===== config.mk =====
export PLATFORM = sky130hd
export DESIGN_NAME = mux8_rr_sched_flat
export DESIGN_NICKNAME = d
export VERILOG_FILES = /design/src/rtl/mux8_rr_sched_if.sv /design/src/rtl/mux8_rr_sched.sv /design/src/flat_wrapper.sv
export SDC_FILE = /design/constraint.sdc
export NUM_CORES = 1
export LEC_CHECK = 0
export CAP_MARGIN = 20
export CORE_MARGIN = 3
export CORE_UTILIZATION = 49
export DETAILED_ROUTE_END_ITERATION = 16
export PLACE_DENSITY = 0.88
export SYNTH_ARGS = -nofsm -noshare
export SYNTH_HDL_FRONTEND = slang
export SYNTH_SLANG_ARGS = --single-unit
export TNS_END_PERCENT = 20

===== constraint.sdc =====
create_clock -name clk -period 3.55 [get_ports clk]
set_input_delay 0.71 -clock clk [delete_from_list [all_inputs] [get_ports clk]]
set_output_delay 0.71 -clock clk [all_outputs]
set_load 0.01 [all_outputs]

===== src/rtl/mux8_rr_sched_if.sv =====
// Requester/consumer bundle for mux8_rr_sched; the lock signal exists only
// when MUX8_SCHED_LOCK_EN is defined.
interface mux8_rr_sched_if ();
    logic [7:0] req;
    logic [7:0] din;
    logic [7:0] gnt;
    logic [2:0] sel;
    logic       valid;
    logic       y;
    logic       busy;
`ifdef MUX8_SCHED_LOCK_EN
    logic       lock;

    modport master (input req, din, lock, output gnt, sel, valid, y, busy);
    modport slave  (output req, din, lock, input gnt, sel, valid, y, busy);
`else
    modport master (input req, din, output gnt, sel, valid, y, busy);
    modport slave  (output req, din, input gnt, sel, valid, y, busy);
`endif
endinterface


===== src/rtl/mux8_rr_sched.sv =====
// Round-robin scheduler sharing one 1-bit lane among 8 requesters in bursts
// of up to BURST_LEN beats. Define MUX8_SCHED_LOCK_EN to add burst extension.
module mux8_rr_sched #(
    parameter int BURST_LEN = 4
) (
    input  logic             clk,
    input  logic             rst,
    mux8_rr_sched_if.master  bus
);

    typedef enum logic {IDLE, GRANT} state_t;

    localparam logic [3:0] LAST_BEAT = 4'(BURST_LEN - 1);

    state_t     state_q, state_d;
    logic [2:0] ptr_q, ptr_d;
    logic [2:0] sel_q, sel_d;
    logic [3:0] cnt_q, cnt_d;
    logic [7:0] gnt_q, gnt_d;
    logic [2:0] winner;
    logic       found;
    logic       beat;
    logic       last;

    // Scan from the highest offset down so the requester closest to ptr wins.
    always_comb begin
        winner = '0;
        found  = 1'b0;
        for (int i = 7; i >= 0; i--) begin
            if (bus.req[ptr_q + 3'(i)]) begin
                winner = ptr_q + 3'(i);
                found  = 1'b1;
            end
        end
    end

    assign beat = (state_q == GRANT) && bus.req[sel_q];

`ifdef MUX8_SCHED_LOCK_EN
    assign last = beat && !bus.lock && (cnt_q >= LAST_BEAT);
`else
    assign last = beat && (cnt_q == LAST_BEAT);
`endif

    always_comb begin
        // NOTE: every variable gets a default first so no path can infer a latch.
        state_d = state_q;
        ptr_d   = ptr_q;
        sel_d   = sel_q;
        cnt_d   = cnt_q;
        gnt_d   = gnt_q;
        case (state_q)
            IDLE: begin
                if (found) begin
                    state_d = GRANT;
                    sel_d   = winner;
                    gnt_d   = 8'd1 << winner;
                    cnt_d   = '0;
                end
            end
            GRANT: begin
                if (beat && cnt_q != 4'hF) cnt_d = cnt_q + 4'd1;
                // Release on a dropped request or on the final beat; the served
                // requester becomes lowest priority for the next scan.
                if (!bus.req[sel_q] || last) begin
                    state_d = IDLE;
                    ptr_d   = sel_q + 3'd1;
                    sel_d   = '0;
                    gnt_d   = '0;
                    cnt_d   = '0;
                end
            end
            default: state_d = IDLE;
        endcase
    end

    // NOTE: sequential state uses non-blocking assignments so every register
    // samples pre-edge values regardless of statement order.
    always_ff @(posedge clk) begin
        if (rst) begin
            state_q <= IDLE;
            ptr_q   <= '0;
            sel_q   <= '0;
            cnt_q   <= '0;
            gnt_q   <= '0;
        end else begin
            state_q <= state_d;
            ptr_q   <= ptr_d;
            sel_q   <= sel_d;
            cnt_q   <= cnt_d;
            gnt_q   <= gnt_d;
        end
    end

    assign bus.gnt   = gnt_q;
    assign bus.sel   = sel_q;
    assign bus.valid = beat;
    assign bus.y     = beat & bus.din[sel_q];
    assign bus.busy  = (state_q == GRANT);

endmodule


===== src/flat_wrapper.sv =====
// flat-port wrapper written by rule: the top's interface ports become plain ports
module mux8_rr_sched_flat 
#(
    parameter int BURST_LEN = 4
)
  (clk, rst, bus_req, bus_din, bus_gnt, bus_sel, bus_valid, bus_y, bus_busy);
  mux8_rr_sched_if bus_i ();
  input  logic clk;
  input  logic rst;
  input wire logic [$bits(bus_i.req)-1:0] bus_req;
  input wire logic [$bits(bus_i.din)-1:0] bus_din;
  output wire logic [$bits(bus_i.gnt)-1:0] bus_gnt;
  output wire logic [$bits(bus_i.sel)-1:0] bus_sel;
  output wire logic [$bits(bus_i.valid)-1:0] bus_valid;
  output wire logic [$bits(bus_i.y)-1:0] bus_y;
  output wire logic [$bits(bus_i.busy)-1:0] bus_busy;
  assign bus_i.req = bus_req;
  assign bus_i.din = bus_din;
  assign bus_gnt = bus_i.gnt;
  assign bus_sel = bus_i.sel;
  assign bus_valid = bus_i.valid;
  assign bus_y = bus_i.y;
  assign bus_busy = bus_i.busy;
  mux8_rr_sched #(.BURST_LEN(BURST_LEN)) u_core (.clk(clk), .rst(rst), .bus(bus_i));
endmodule

==> summary.txt, run 1 <==
CTS
  • Clock buffer count from CTS: 3
  • Worst skew pair latency: 250 ps
  • Cts hold-fix bufs: 0
  • Maximum clock insertion buffer count: 2
  • CTS Root Buffer Type: sky130_fd_sc_hd__clkbuf_8
  • Post-CTS setup buffers: 0
  • CTS clock-pin slew for the worst setup and hold paths: 70 ps
  • Htree depth: 1
  • Number of sinks driven by the clock tree: 19
  • Clock tree from TritonCTS: done

STA
  • Final max-slew violation count: 0
  • Fmax: 312.1 MHz
  • Clk_skew: 3.571 ps
  • Final-report hold violation count: 0
  • Post-route minimum period: 3204 ps
  • Share of the clock period used by the worst path: 90.26%
  • Unrepaired setup endpoints after global routing: false
  • Fin Setup TNS: 0 ps
  • Transition time at the pin with the least slew margin: 639.7 ps
  • Worst max-slew margin expressed relative to the limit: 57.29%
  • Setup violation total in the final timing report: 0

Outcome
  • Result of the run: complete, no violations

Power and ir drop
  • Standby leakage power: 0.0009077 µW
  • VDD IR max: 253.1 µV
  • Internal power contribution: 650.2 µW
  • Pwr/cell area: 460.8 nW/µm²
  • Part of the total power dissipated in the clock network: 13.3%
  • Fraction of power consumed by sequential logic: 25.1%
  • Switching power as a share of total power: 40.99%
  • Net load switching power: 451.6 µW
  • Combinational power share: 61.7%

GRT
  • Via count of the first global-routing pass: 1812
  • GRT Util Overall: 20.89%
  • Largest net degree at the start of global routing: 31
  • Antenna violations before repair: 0
  • Global-route wire length before repair: 8.618 mm
  • Remaining global-route overflow: 0

Routing
  • Post-detailed-route wirelength per cell: 17.50 µm
  • Length of the first detailed-routing pass in iterations: 4
  • Ratio of routed vias to standard cells: 6.545
  • Total Wirelength: 5.040 mm
  • Total via count in the routed design: 1885
  • Detailed router's first-iteration violation count: 220
  • Detailed-route DRC error count: 0
  • Detail Route Antenna Nets: 0

Placement
  • Post-detail-place hpwl: 3.866 mm
  • Count of buffers inserted at the top-level ports: 31
  • Area after DPL: 2326 µm²
  • Placer's final routability congestion estimate: 0.9233

Floorplan
  • Starting density of the core: 52.77%
  • Area of the die: 4894 µm²
  • Placeable core area: 3799 µm²
  • Die boundary width: 69.96 µm
  • Row Count: 22
  • I/O pin count: 32
  • Die height: 69.96 µm

Critical path
  • Crit path launch: u_core.ptr_q[1]
  • CP Cell Sequence: inv_1 -> ha_1 -> xor2_1 -> mux2i_1 -> a22o_1 -> nand2_1 -> o41a_1 -> or3_1 -> o21ai_1
  • Worst Setup End Kind: flip-flop
  • WP data arrival: 3380 ps
  • Critical Path Fanout Max: 9
  • Worst Setup Start Kind: flip-flop
  • Start of the worst register-to-register path: u_core.ptr_q[1]
  • Crit-path max cell delay: 490 ps
  • Master of the slowest instance on the critical path: sky130_fd_sc_hd__or3_1
  • Category of the most critical setup path: flip-flop to flip-flop
  • Required time of the critical path: 3730 ps

Cells and area
  • Layout cell share with drive strength beyond 1: 18.75%
  • Area Growth Syn to Fin: 19.29%
  • Number of nets in the finished design: 263
  • Number of fill cells in the layout: 300
  • Area of all placed cells without fillers: 2391 µm²
  • Diode insertion count for antenna repair: 0

Yosys
  • Number of warnings issued by yosys: 0
  • Primary FF master, synth: sky130_fd_sc_hd__dfxtp_1
  • Cell Area, Synth: 2004 µm²
  • Avg Cell Area, Syn: 9.195 µm²
  • Yosys reg bits: 19
  • Instance count of the mapped netlist: 218
  • Distinct cells, synth: 56
  • Syn nets: 240
  • Share of the yosys chip area belonging to registers: 18.98%
  • Number of flops mapped to enable cells by yosys: 0
  • Post-synthesis async set-or-reset flop share: 0%

Min path
  • Hold Crit Start: u_core.bus.gnt[3]
  • Hold crit path type: flip-flop to flip-flop

Job
  • Total of max-cap violations: 0
## cells by family (layout without fill, tap and decap cells)
kind of cell | Yosys count | in the layout | synth area share [%]
AO/OA/AOI/OAI | 52 | 52 | 19.98
XOR/XNOR | 7 | 7 | 3.059
adder cells (fa/ha/maj) | 4 | 4 | 2.497
buffers and inverters | 36 | 58 | 8.239
flip-flops | 19 | 19 | 18.98
multiplexers | 46 | 46 | 33.96
AND/OR/NAND/NOR | 54 | 54 | 13.30
## cells in the mapped netlist, drive strengths merged (2+ instances only)
| cell | instances | area (µm²) |
|---|---|---|
| a21oi | 8 | 40.04 |
| a221oi | 3 | 32.53 |
| a31oi | 2 | 12.51 |
| a32o | 4 | 40.04 |
| buf | 9 | 63.81 |
| clkbuf | 12 | 45.04 |
| dfxtp | 19 | 380.4 |
| ha | 4 | 50.05 |
| inv | 14 | 52.55 |
| mux2 | 13 | 146.4 |
| mux2i | 17 | 173.9 |
| mux4 | 16 | 360.4 |
| nand2 | 14 | 52.55 |
| nand3 | 3 | 15.01 |
| nand4b | 2 | 17.52 |
| nor2 | 20 | 75.07 |
| nor2b | 2 | 12.51 |
| nor3 | 2 | 10.01 |
| o211ai | 3 | 22.52 |
| o21ai | 7 | 35.03 |
| o2bb2ai | 2 | 17.52 |
| o32ai | 5 | 43.79 |
| or2 | 2 | 12.51 |
| or3 | 3 | 18.77 |
| xnor2 | 3 | 26.28 |
| xor2 | 4 | 35.03 |
## metrics by stage
stage / util [%] / hold slack [ps] / power (µW) / std cells / worst slack [ps]
2_1_floorplan: - / 478.1 / 777.7 / 218 / 159.3
4_1_cts: 62.42 / 464.9 / 1100 / 288 / 62.67
3_3_place_gp: 61.23 / 448.3 / 931.1 / 284 / 76.80
3_5_place_dp: 61.23 / 455.8 / 950.3 / 284 / 8.703
5_1_grt: 62.94 / 487.5 / 1181 / 288 / 109.2
6_report: 62.94 / 467.5 / 1102 / 288 / 345.8
## layout by cell type (no fill, tap or decap), types with 2 or more instances in the layout
| master | count |
|---|---|
| sky130_fd_sc_hd__inv_1 | 14 |
| sky130_fd_sc_hd__mux2i_1 | 16 |
| sky130_fd_sc_hd__or2_2 | 2 |
| sky130_fd_sc_hd__or3_1 | 3 |
| sky130_fd_sc_hd__dfxtp_1 | 19 |
| sky130_fd_sc_hd__mux2_2 | 12 |
| sky130_fd_sc_hd__nor2b_1 | 2 |
| sky130_fd_sc_hd__clkbuf_8 | 3 |
| sky130_fd_sc_hd__nand2_1 | 14 |
| sky130_fd_sc_hd__clkdlybuf4s50_1 | 23 |
| sky130_fd_sc_hd__o21ai_1 | 3 |
| sky130_fd_sc_hd__a221oi_1 | 2 |
| sky130_fd_sc_hd__nor2_1 | 20 |
| sky130_fd_sc_hd__nor3_1 | 2 |
| sky130_fd_sc_hd__o2bb2ai_1 | 2 |
| sky130_fd_sc_hd__xor2_1 | 4 |
| sky130_fd_sc_hd__a21oi_1 | 8 |
| sky130_fd_sc_hd__mux4_2 | 16 |
| sky130_fd_sc_hd__o211ai_1 | 3 |
| sky130_fd_sc_hd__ha_1 | 4 |
| sky130_fd_sc_hd__nand3_1 | 3 |
| sky130_fd_sc_hd__o21ai_0 | 4 |
| sky130_fd_sc_hd__o32ai_1 | 5 |
| sky130_fd_sc_hd__a31oi_1 | 2 |
| sky130_fd_sc_hd__nand4b_1 | 2 |
| sky130_fd_sc_hd__xnor2_1 | 3 |
| sky130_fd_sc_hd__dlymetal6s2s_1 | 8 |
| sky130_fd_sc_hd__a32o_1 | 4 |
| sky130_fd_sc_hd__buf_4 | 8 |
## critical path, delay by kind of cell, from the launching register on
| kind | cells | cell delay [ps] |
|---|---|---|
| and+or+nand+nor | 2 | 610 |
| AOI/OAI and AO/OA | 3 | 850 |
| adders and majority gates | 1 | 450 |
| xor gates and xnor gates | 1 | 430 |
| buffers and inverters | 1 | 190 |
| muxes | 1 | 290 |
| DFF | 1 | 310 |
## flip-flops by register name, summed over array words and instances, names as in the netlist
name / count
u_core.cnt_q: 4
u_core.bus.busy: 1
u_core.bus.sel: 3
u_core.bus.gnt: 8
u_core.ptr_q: 3
## path summary, 6_finish.rpt
path                  endpoint  slack, ps  depth (start not counted)
max reg2reg  u_core.bus.sel[1]        350                          9
min reg2reg  u_core.bus.gnt[3]        470                          2
min          u_core.bus.gnt[3]        470                          2
max          u_core.bus.sel[1]        350                          9
## power groups by stage
stage | combinational [µW] | sequential (µW) | clock, µW
after floorplan | 500 | 278 | 0
after global placement | 651 | 280 | 0
after detailed placement | 669 | 282 | 0
after CTS | 673 | 277 | 149
after global routing | 739 | 281 | 162
final | 679 | 276 | 146
## layout make-up
cell class	instances	area (µm²)	area share, %
clock buffer	4	45.04	1.884
inverter	15	56.30	2.355
multi-input combinational	163	1459	61.02
sequential	19	380.4	15.91
tap	48	60.06	2.512
timing repair buffer	39	390.4	16.33
## routing by layer
| metal | global-route usage (%) | wire [µm] |
|---|---|---|
| met5 | 0 | 0 |
| met4 | 4.894 | 56 |
| met3 | 4.173 | 371 |
| met2 | 34.52 | 2538 |
| met1 | 27.99 | 2073 |
## what timing repair did
| item | 4_1_cts | 5_1_grt |
|---|---|---|
| endpoints found under the hold margin | 0 | 0 |
| setup endpoints to repair | 0 | 2 |
| gates resized for setup | 0 | 8 |
(Power assumes the default switching activity.)
==> inputs of run 2 (changes only) <==
- CORE_ASPECT_RATIO: default -> 2
- GPL_ROUTABILITY_DRIVEN: default -> 0
- TNS_END_PERCENT: 20 -> default
==> run 2 against run 1 <==
Worst hold slack got worse by 7.4 ps. Largest cell class unchanged. Cell area increased by 1.2%. Sequential power about the same.
==> summary.txt, run 2 (synthesis gave the netlist of run 1 again) <==
Critical path
  • Worst Setup Start Kind: primary input (was flip-flop)
  • Master of the slowest instance on the critical path: sky130_fd_sc_hd__clkdlybuf4s50_1 (was sky130_fd_sc_hd__or3_1)
  • Critical Path Fanout Max: 11 (was 9)
  • Count of cells along the worst register-to-register path: 12 (was 9)
  • Crit path launch: bus_req[6] (was u_core.ptr_q[1])
  • Category of the most critical setup path: primary input to primary output (was flip-flop to flip-flop)
  • WP data arrival: 2730 ps (was 3380 ps)
  • Start of the worst register-to-register path: u_core.ptr_q[1] (unchanged)
  • Most frequent CP cell: sky130_fd_sc_hd__clkdlybuf4s50_1
  • CP Cell Sequence: clkdlybuf4s50_1 -> mux4_2 -> mux2i_1 -> nand2b_1 -> nor2_1 -> clkdlybuf4s50_1 (was inv_1 -> ha_1 -> xor2_1 -> mux2i_1 -> a22o_1 -> nand2_1 -> o41a_1 -> or3_1 -> o21ai_1)
  • Crit-path max cell delay: 580 ps (was 490 ps)
  • Required time of the critical path: 2840 ps (was 3730 ps)
  • Worst Setup End Kind: primary output (was flip-flop)

STA
  • Clk_skew: 3.244 ps (was 3.571 ps)
  • Transition time at the pin with the least slew margin: 483.4 ps (was 639.7 ps)
  • Final setup margin: 111.1 ps (was 345.8 ps)
  • Final max-slew violation count: 0 (unchanged)
  • Unrepaired setup endpoints after global routing: false (unchanged)
  • Setup violation total in the final timing report: 0 (unchanged)
  • Fin Setup TNS: 0 ps (unchanged)
  • Share of the clock period used by the worst path: 96.87% (was 90.26%)
  • Post-route minimum period: 3439 ps (was 3204 ps)
  • Fmax: 290.8 MHz (was 312.1 MHz)
  • Final-report hold violation count: 0 (unchanged)
  • Worst max-slew margin expressed relative to the limit: 67.66% (was 57.29%)

Cells and area
  • Number of flip-flops in the largest register: 8 (unchanged)
  • Number of nets in the finished design: 267 (was 263)
  • Commonest non-fill, non-tap cells in the layout: sky130_fd_sc_hd__clkdlybuf4s50_1, sky130_fd_sc_hd__nor2_1, sky130_fd_sc_hd__dfxtp_1 (unchanged)
  • Commonest non-fill, non-tap cell in the layout: sky130_fd_sc_hd__clkdlybuf4s50_1 (unchanged)
  • Diode insertion count for antenna repair: 0 (unchanged)
  • Area Growth Syn to Fin: 20.72% (was 19.29%)
  • Layout cell share with drive strength beyond 1: 20.08% (was 18.75%)

CTS
  • Worst skew pair latency: 250 ps (about the same)
  • Clock tree from TritonCTS: done (unchanged)
  • Maximum clock insertion buffer count: 2 (unchanged)
  • Clock buffer count from CTS: 3 (unchanged)
  • Cts hold-fix bufs: 0 (unchanged)
  • Htree depth: 1 (unchanged)
  • Number of sinks driven by the clock tree: 19 (unchanged)
  • Post-CTS setup buffers: 0 (unchanged)
  • CTS Root Buffer Type: sky130_fd_sc_hd__clkbuf_8 (unchanged)
  • CTS clock-pin slew for the worst setup and hold paths: 60 ps (was 70 ps)
  • PostCTS Resize Cnt: 0 (unchanged)

GRT
  • Global-route wire length before repair: 8.763 mm (was 8.618 mm)
  • Remaining global-route overflow: 0 (unchanged)
  • Largest net degree at the start of global routing: 31 (unchanged)
  • Via count of the first global-routing pass: 1939 (was 1812)
  • GRT Util Overall: 23.15% (was 20.89%)
  • Antenna violations before repair: 0 (unchanged)

Routing
  • Detailed router's first-iteration violation count: 70 (was 220)
  • Total via count in the routed design: 1898 (was 1885)
  • Post-detailed-route wirelength per cell: 18.10 µm (was 17.50 µm)
  • Detailed-routed wire length on met2: 2.942 mm (was 2.538 mm)
  • Routed length on met3: 224 µm (was 371 µm)
  • Met1 wire length: 1.776 mm (was 2.073 mm)
  • Ratio of routed vias to standard cells: 6.434 (was 6.545)
  • Max Used Layer: met4 (unchanged)
  • Total Wirelength: 5.339 mm (was 5.040 mm)
  • Detail Route Antenna Nets: 0 (unchanged)
  • Length of the first detailed-routing pass in iterations: 4 (unchanged)
  • Detailed-route DRC error count: 0 (unchanged)

Floorplan
  • Die height: 96.45 µm (was 69.96 µm)
  • Area of the die: 4941 µm² (was 4894 µm²)
  • I/O pin count: 32 (unchanged)
  • Die boundary width: 51.23 µm (was 69.96 µm)
  • Row Count: 32 (was 22)
  • Starting density of the core: 51.61% (was 52.77%)
  • Placeable core area: 3884 µm² (was 3799 µm²)

Job
  • Total of max-cap violations: 0 (unchanged)

Placement
  • Post-detail-place hpwl: 4.141 mm (was 3.866 mm)
  • Count of buffers inserted at the top-level ports: 31 (unchanged)
  • Setup slack at placement: 46.65 ps (was 8.703 ps)

Min path
  • Hold crit path type: flip-flop to flip-flop (unchanged)
  • Hold Crit Start: u_core.bus.gnt[6] (was u_core.bus.gnt[3])
  • Hold depth: 2 (unchanged)

Power and ir drop
  • VDD IR max: 401.6 µV (was 253.1 µV)
  • Standby leakage power: 0.0009082 µW (was 0.0009077 µW)
  • Pwr/cell area: 461.7 nW/µm² (was 460.8 nW/µm²)

Outcome
  • Result of the run: complete, no violations (unchanged)
==> run 2: final timing paths <==
| check | end | slack, ps |
|---|---|---|
| max | bus_y | 110 |
| min | u_core.bus.gnt[6] | 460 |
| max reg2reg | u_core.bus.gnt[1] | 380 |
| min reg2reg | u_core.bus.gnt[6] | 460 |
==> run 2: layout make-up <==
type	instances	area, µm²
inverters	15	56.30
repair buffers	43	415.4
clock buffers	4	45.04
multi-input cells	163	1459
flip-flops and latches	19	380.4
fillers	315	1464
well taps	51	63.81
==> run 2: stage by stage <==
step	std cells	instance area [µm²]	hold slack, ps	power (µW)	utilization [%]
global placement	291	2360	442.9	952.6	60.76
finish	295	2420	460.1	1117	62.31
global route	295	2420	480.2	1192	62.31
CTS	295	2405	461.1	1119	61.92
floorplan	218	2004	478.1	777.7	-
detailed placement	291	2360	450.5	970.6	60.76
==> run 2: worst max-delay path: cells and delay by family <==
kind / cells / cell delay, ps
buffers and inverters: 2 / 1060
and+or+nand+nor: 2 / 270
muxes: 2 / 700
==> run 2: where the power goes <==
group / switching [µW] / leakage (µW) / internal (µW) / total [µW]
clock: 65.5 / 0.0000228 / 79.7 / 145
sequential: 34.4 / 0.000154 / 241 / 276
combinational: 356 / 0.000731 / 340 / 697
total: 456 / 0.000908 / 661 / 1120
==> run 2: metal layers <==
layer	vias to the layer above	GRT usage, %
met5	-	0
met4	0	17.72
met3	31	1.690
met2	76	43.64
met1	906	22.55
li1	885	-
==> inputs of run 3 (changes only) <==
- CORE_UTILIZATION: 49 -> 50
- PLACE_DENSITY: 0.88 -> 0.86
- clock period: 3.55 -> 3.5 ns (I/O delays scaled with it)
==> run 3 against run 2 <==
Sequential cell count stayed put. Sequential share of layout area is 0.27 points lower. Clock power up 8%. Setup slack lost 75 ps. Count of clock-buffer cells in the layout fell by 1. Worst hold slack improved by 9.1 ps. Total power up 4.3%. Global-route usage increased by 2.5 points. Sequential power rose by 2%. Critical path type unchanged. Critical endpoint unchanged. Largest cell class unchanged.
==> summary.txt, run 3 (synthesis gave the netlist of run 1 again) <==
Outcome
  • Result of the run: complete, no violations (unchanged)

Critical path
  • Master of the slowest instance on the critical path: sky130_fd_sc_hd__clkdlybuf4s50_1 (unchanged)
  • Start of the worst register-to-register path: u_core.ptr_q[1] (unchanged)
  • Crit path launch: bus_req[0] (was bus_req[6])
  • End of the worst register-to-register path: u_core.bus.gnt[2] (was u_core.bus.gnt[1])
  • CP Cell Sequence: clkdlybuf4s50_1 -> mux4_2 -> mux2i_2 -> nand2b_4 -> nor2_1 -> clkdlybuf4s50_1 (was clkdlybuf4s50_1 -> mux4_2 -> mux2i_1 -> nand2b_1 -> nor2_1 -> clkdlybuf4s50_1)
  • Crit-path max cell delay: 600 ps (was 580 ps)
  • Worst Setup End Kind: primary output (unchanged)
  • Worst Setup Start Kind: primary input (unchanged)
  • Setup slack of the worst register-to-register path: 240 ps (was 380 ps)
  • Critical Path Fanout Max: 11 (unchanged)
  • Number of buffers and inverters on the critical path: 2 (unchanged)
  • WP data arrival: 2760 ps (was 2730 ps)
  • Family of cells with the greatest summed delay on the critical path: buffers and inverters (unchanged)
  • Category of the most critical setup path: primary input to primary output (unchanged)
  • Count of cells along the worst register-to-register path: 10 (was 12)
  • Required time of the critical path: 2800 ps (was 2840 ps)
  • Most frequent CP cell: sky130_fd_sc_hd__clkdlybuf4s50_1 (unchanged)

Routing
  • Length of the first detailed-routing pass in iterations: 4 (unchanged)
  • Total Wirelength: 5.796 mm (was 5.339 mm)
  • Detailed router's first-iteration violation count: 114 (was 70)
  • Detailed-route DRC error count: 0 (unchanged)
  • Detail Route Antenna Nets: 0 (unchanged)
  • Post-detailed-route wirelength per cell: 19.32 µm (was 18.10 µm)
  • Ratio of routed vias to standard cells: 6.543 (was 6.434)
  • Total via count in the routed design: 1963 (was 1898)

Cells and area
  • Commonest non-fill, non-tap cell in the layout: sky130_fd_sc_hd__clkdlybuf4s50_1 (unchanged)
  • Area Growth Syn to Fin: 22.85% (was 20.72%)
  • Area used by multi-input combinational logic: 1470 µm² (was 1459 µm²)
  • Number of flip-flops in the largest register: 8 (unchanged)
  • Footprint of the flip-flops and latches: 380.4 µm² (unchanged)
  • Number of fill cells in the layout: 329 (was 315)
  • Area of all placed cells without fillers: 2462 µm² (was 2420 µm²)
  • Layout cell share with drive strength beyond 1: 22.89% (was 20.08%)
  • Commonest non-fill, non-tap cells in the layout: sky130_fd_sc_hd__clkdlybuf4s50_1, sky130_fd_sc_hd__nor2_1, sky130_fd_sc_hd__dfxtp_1 (unchanged)
  • Number of nets in the finished design: 272 (was 267)
  • Diode insertion count for antenna repair: 0 (unchanged)

Power and ir drop
  • Part of the total power dissipated in the clock network: 13.3% (was 13.0%)
  • VDD IR max: 339.3 µV (was 401.6 µV)
  • Fraction of power consumed by sequential logic: 24.2% (was 24.7%)
  • Combinational power share: 62.4% (was 62.3%)
  • Pwr/cell area: 473.2 nW/µm² (was 461.7 nW/µm²)
  • Switching power as a share of total power: 41.65% (was 40.82%)
  • Net load switching power: 485.3 µW (was 456.1 µW)
  • Standby leakage power: 0.0009155 µW (was 0.0009082 µW)
  • Internal power contribution: 679.9 µW (was 661.1 µW)
  • Overall power after layout: 1165 µW (was 1117 µW)

CTS
  • Post-CTS setup buffers: 0 (unchanged)
  • PostCTS Resize Cnt: 0 (unchanged)
  • Htree depth: 1 (unchanged)
  • Clock buffer count from CTS: 3 (unchanged)
  • Worst skew pair latency: 260 ps (was 250 ps)
  • Number of sinks driven by the clock tree: 19 (unchanged)
  • Cts hold-fix bufs: 0 (unchanged)
  • CTS clock-pin slew for the worst setup and hold paths: 70 ps (was 60 ps)
  • Maximum clock insertion buffer count: 2 (unchanged)
  • Clock tree from TritonCTS: done (unchanged)
  • CTS Root Buffer Type: sky130_fd_sc_hd__clkbuf_8 (unchanged)

Min path
  • Hold crit path type: flip-flop to flip-flop (unchanged)
  • Hold Crit Start: u_core.bus.gnt[6] (unchanged)
  • Hold depth: 2 (unchanged)
  • Hold EP: u_core.bus.gnt[6] (unchanged)

STA
  • Fmax: 288.7 MHz
  • Share of the clock period used by the worst path: 98.98%
  • Final max-slew violation count: 0 (unchanged)
  • Transition time at the pin with the least slew margin: 600.2 ps (was 483.4 ps)
  • Post-route minimum period: 3464 ps
  • Final setup margin: 35.78 ps (was 111.1 ps)
  • Worst max-slew margin expressed relative to the limit: 59.80% (was 67.66%)
  • Final-report hold violation count: 0 (unchanged)
  • Setup violation total in the final timing report: 0 (unchanged)
  • Clk_skew: 1.356 ps (was 3.244 ps)
  • Worst hold slack across all endpoints: 469.1 ps (was 460.1 ps)

Placement
  • Setup slack at placement: 11.70 ps (was 46.65 ps)
  • Count of buffers inserted at the top-level ports: 31 (unchanged)
  • Area after DPL: 2397 µm² (was 2360 µm²)
  • Post-detail-place hpwl: 4.419 mm (was 4.141 mm)

Floorplan
  • Die height: 95.54 µm (was 96.45 µm)
  • Row Count: 32 (unchanged)
  • Area of the die: 4851 µm² (was 4941 µm²)
  • Die boundary width: 50.77 µm (was 51.23 µm)
  • Placeable core area: 3844 µm² (was 3884 µm²)
  • I/O pin count: 32 (unchanged)
  • Starting density of the core: 52.15% (was 51.61%)

GRT
  • Via count of the first global-routing pass: 2001 (was 1939)
  • GRT Util Overall: 25.68% (was 23.15%)
  • Remaining global-route overflow: 0 (unchanged)
  • Antenna violations before repair: 0 (unchanged)
  • Largest net degree at the start of global routing: 31 (unchanged)
  • Global-route wire length before repair: 9.432 mm (was 8.763 mm)

Job
  • Total of max-cap violations: 0 (unchanged)
[run 3: cell count changes in the layout (fill, tap and decap cells not counted)]
cell,delta
sky130_fd_sc_hd__buf_4,+5
sky130_fd_sc_hd__nand2b_4,+1
sky130_fd_sc_hd__nand2b_1,-1
sky130_fd_sc_hd__clkdlybuf4s50_1,+3
sky130_fd_sc_hd__mux2i_2,+1
sky130_fd_sc_hd__clkbuf_1,-1
sky130_fd_sc_hd__mux2i_1,-1
sky130_fd_sc_hd__clkinv_2,+1
sky130_fd_sc_hd__dlymetal6s2s_1,-3
[run 3: power by group through the flow]
stage	clock network [µW]	logic [µW]	registers, µW
after floorplan	0	507	282
after global placement	0	689	284
after detailed placement	0	706	286
after CTS	157	714	281
after global routing	164	782	287
final	156	728	282
[run 3: area by class of cell]
cell class / count / area share [%]
timing repair buffer: 48 / 18.09
multi-input combinational: 163 / 59.71
tap: 51 / 2.591
clock buffer: 3 / 1.677
clock inverter: 1 / 0.2033
sequential: 19 / 15.45
inverter: 15 / 2.287
[run 3: through the flow]
stage / utilization, % / setup TNS (ps) / std cells
global route: 64.06 / -16.27 / 300
CTS: 63.57 / 0 / 300
global placement: 62.37 / 0 / 296
detailed placement: 62.37 / 0 / 296
floorplan: - / 0 / 218
finish: 64.06 / 0 / 300
[run 3: how the worst max path moves through the flow]
| stage | to | depth (start not counted) | slack [ps] |
|---|---|---|---|
| floorplan | u_core.cnt_q[1] | 10 | 110 |
| global placement | bus_y | 7 | 70 |
| detailed placement | u_core.bus.gnt[5] | 8 | 10 |
| CTS | bus_y | 6 | 20 |
| global route | bus_y | 6 | -10 |
| finish | bus_y | 6 | 40 |
[run 3: metal layers]
| metal | part of all wire (%) | wire length, µm | GRT usage (%) |
|---|---|---|---|
| met1 | 34 | 1974 | 25.10 |
| met5 | 0 | 0 | 0 |
| met3 | 4.3 | 252 | 2.191 |
| met2 | 55 | 3205 | 47.05 |
| met4 | 6.3 | 363 | 21.57 |
[run 3: tightest hold or removal path: stages, from the launching register on]
cell	delay, ps
sky130_fd_sc_hd__dfxtp_1	320
sky130_fd_sc_hd__inv_1	50
sky130_fd_sc_hd__o32ai_1	50
==> RTL edit: new RTL, flow settings as in run 3 <==
Make the reset (`rst`) asynchronous in one clocked block.
--- a/src/rtl/mux8_rr_sched.sv
+++ b/src/rtl/mux8_rr_sched.sv
@@ -78,3 +78,3 @@
     // samples pre-edge values regardless of statement order.
-    always_ff @(posedge clk) begin
+    always_ff @(posedge clk or posedge rst) begin
         if (rst) begin
Function: differs if rst is asserted again (counterexample within 4 cycles, from zero or initial values and one cycle with rst high); with rst held inactive, the same outputs for 10 cycles.
==> RTL edit against run 3 <==
Clock skew increased by 0.0045 ns; final area increased by 2.6%; area after synthesis up 5.4%; wire length up 0.66%; die area increased by 4.9%; setup slack gained 0.095 ns; final cell count shrank 7.7%; highest routed layer unchanged; first-iteration DRC count shrank 11%; sequential cell count is the same.
Power is not compared: it rests on default switching activity, and its combinational part moved more than twofold at a synthesized area within 25%.
==> RTL edit: results (changes against run 3) <==
[placement]
dp_hpwl_mm = 4.59  ; +3.8%
place_ws_ns = 0.103  ; +0.0918 ns

[outcome]
outcome = completed

[worst_hold_path]
holdPathEnd = u_core.bus.gnt[3]$_DFFE_PP0P_
min_path_cells = 1  ; -1
hp-start = u_core.bus.gnt[3]$_DFFE_PP0P_

[synthesis]
synth_xor_area_frac = 0.0290  ; -0.00156
synth-compound-area-share = 0.190  ; -0.00958
syn_nets = 219  ; -8.8%
synthAdderAreaFrac = 0.0237  ; -0.00127
synthArstFlopShare = 1.00  ; +1.00
synth-seq-area-share = 0.225  ; +0.0354
synth_common_cells = 19 x dfrtp_1, 14 x mux2i_1, 14 x mux4_2
muxShareOfSynthArea = 0.338  ; -0.00190
synth_area_leaders = dfrtp_1 23%, mux4_2 15%, mux4_1 7.5%
netlist-cell-type-count = 52  ; -7.1%

[sta]
tightest_slew_ns = 0.710  ; +0.110 ns
fin_hold_ws_ns = 0.502  ; +0.0329 ns
fin_skew_ns = 0.00581  ; +0.00446 ns

[routing]
detailedRoute.firstPassIterationCount = 5  ; +1
drtIter0Drc = 102  ; -11%
wl_per_cell_um = 21.1  ; +9.0%
vias = 1945  ; -0.92%

[worst_setup_path]
critPathSlowestCell = mux4_2
critPathMaxFanout = 5  ; -6
cp.arrival_ns = 2.67  ; -0.09 ns
rr_startpoint = u_core.ptr_q[1]$_DFFE_PP0P_
rr_endpoint = u_core.bus.gnt[0]$_DFFE_PP0P_
reg2reg_depth = 7  ; -3
max_stage_delay_ns = 0.51  ; -0.09 ns

[clock_network]
clk_pin_slew_ns = 0.07  ; about the same

[global_routing]
grt_max_degree = 26  ; -16%
grt_pass1_vias = 2016  ; +0.75%
grt_usage = 0.249  ; -0.00731
grt_pass1_wl_mm = 9.69  ; +2.8%
antenna_found_initial = 0  ; unchanged

[layout]
layout-drive-gt1-share = 0.212  ; -0.0165
largest_register_ffs = 8  ; unchanged
fillers = 304  ; -7.6%
num-nets-final = 249  ; -8.5%

-- RTL edit: cell types whose count changed in the layout (fill, tap and decap cells not counted), moves of 6 or more --
cell     delta
mux4_1      +6
nand2_1     -9
nor2_1     -14
nor3b_1     +6
a32o_1      +6
dfxtp_1    -19
mux2_2      -9
dfrtp_1    +19
-- RTL edit: how the worst max path moves through the flow --
stage | start | end | slack [ns] | cells after the start
final | bus_req[6] | bus_valid | 0.13 | 6
after CTS | bus_req[6] | bus_valid | 0.05 | 6
after global placement | bus_req[1] | u_core.cnt_q[3]$_DFFE_PP0P_ | 0.14 | 7
after detailed placement | bus_req[6] | u_core.bus.gnt[0]$_DFFE_PP0P_ | 0.10 | 7
after global routing | bus_req[6] | bus_valid | 0.02 | 6
after floorplan | u_core.ptr_q[1]$_DFFE_PP0P_ | u_core.bus.gnt[1]$_DFFE_PP0P_ | 0.50 | 11
-- RTL edit: power breakdown --
part           total (uW)  internal (uW)  switching (uW)  leakage (uW)
logic                2110            983            1130      0.000737
registers             390            289             101      0.000249
clock network         155           79.3            76.1     0.0000255
-- RTL edit: layout make-up --
class | count | area share
repair buffers | 46 | 0.167
multi-input cells | 148 | 0.588
flip-flops and latches | 19 | 0.188
clock inverters | 1 | 0.00198
inverters | 9 | 0.0134
well taps | 51 | 0.0252
clock buffers | 3 | 0.0163
-- RTL edit: through the flow --
step	cell area, um^2	power, uW	instances
after floorplan	2110	2000	197
after global placement	2470	2410	273
after detailed placement	2470	2460	273
after CTS	2520	2630	277
after global routing	2530	2820	277
final	2530	2660	277
-- RTL edit: routing by layer --
layer	track usage	part of all wire	vias to the layer above
li1	-	-	850
met1	0.259	0.33	951
met2	0.437	0.56	109
met3	0.0290	0.048	35
met4	0.176	0.069	0
met5	0	0	-
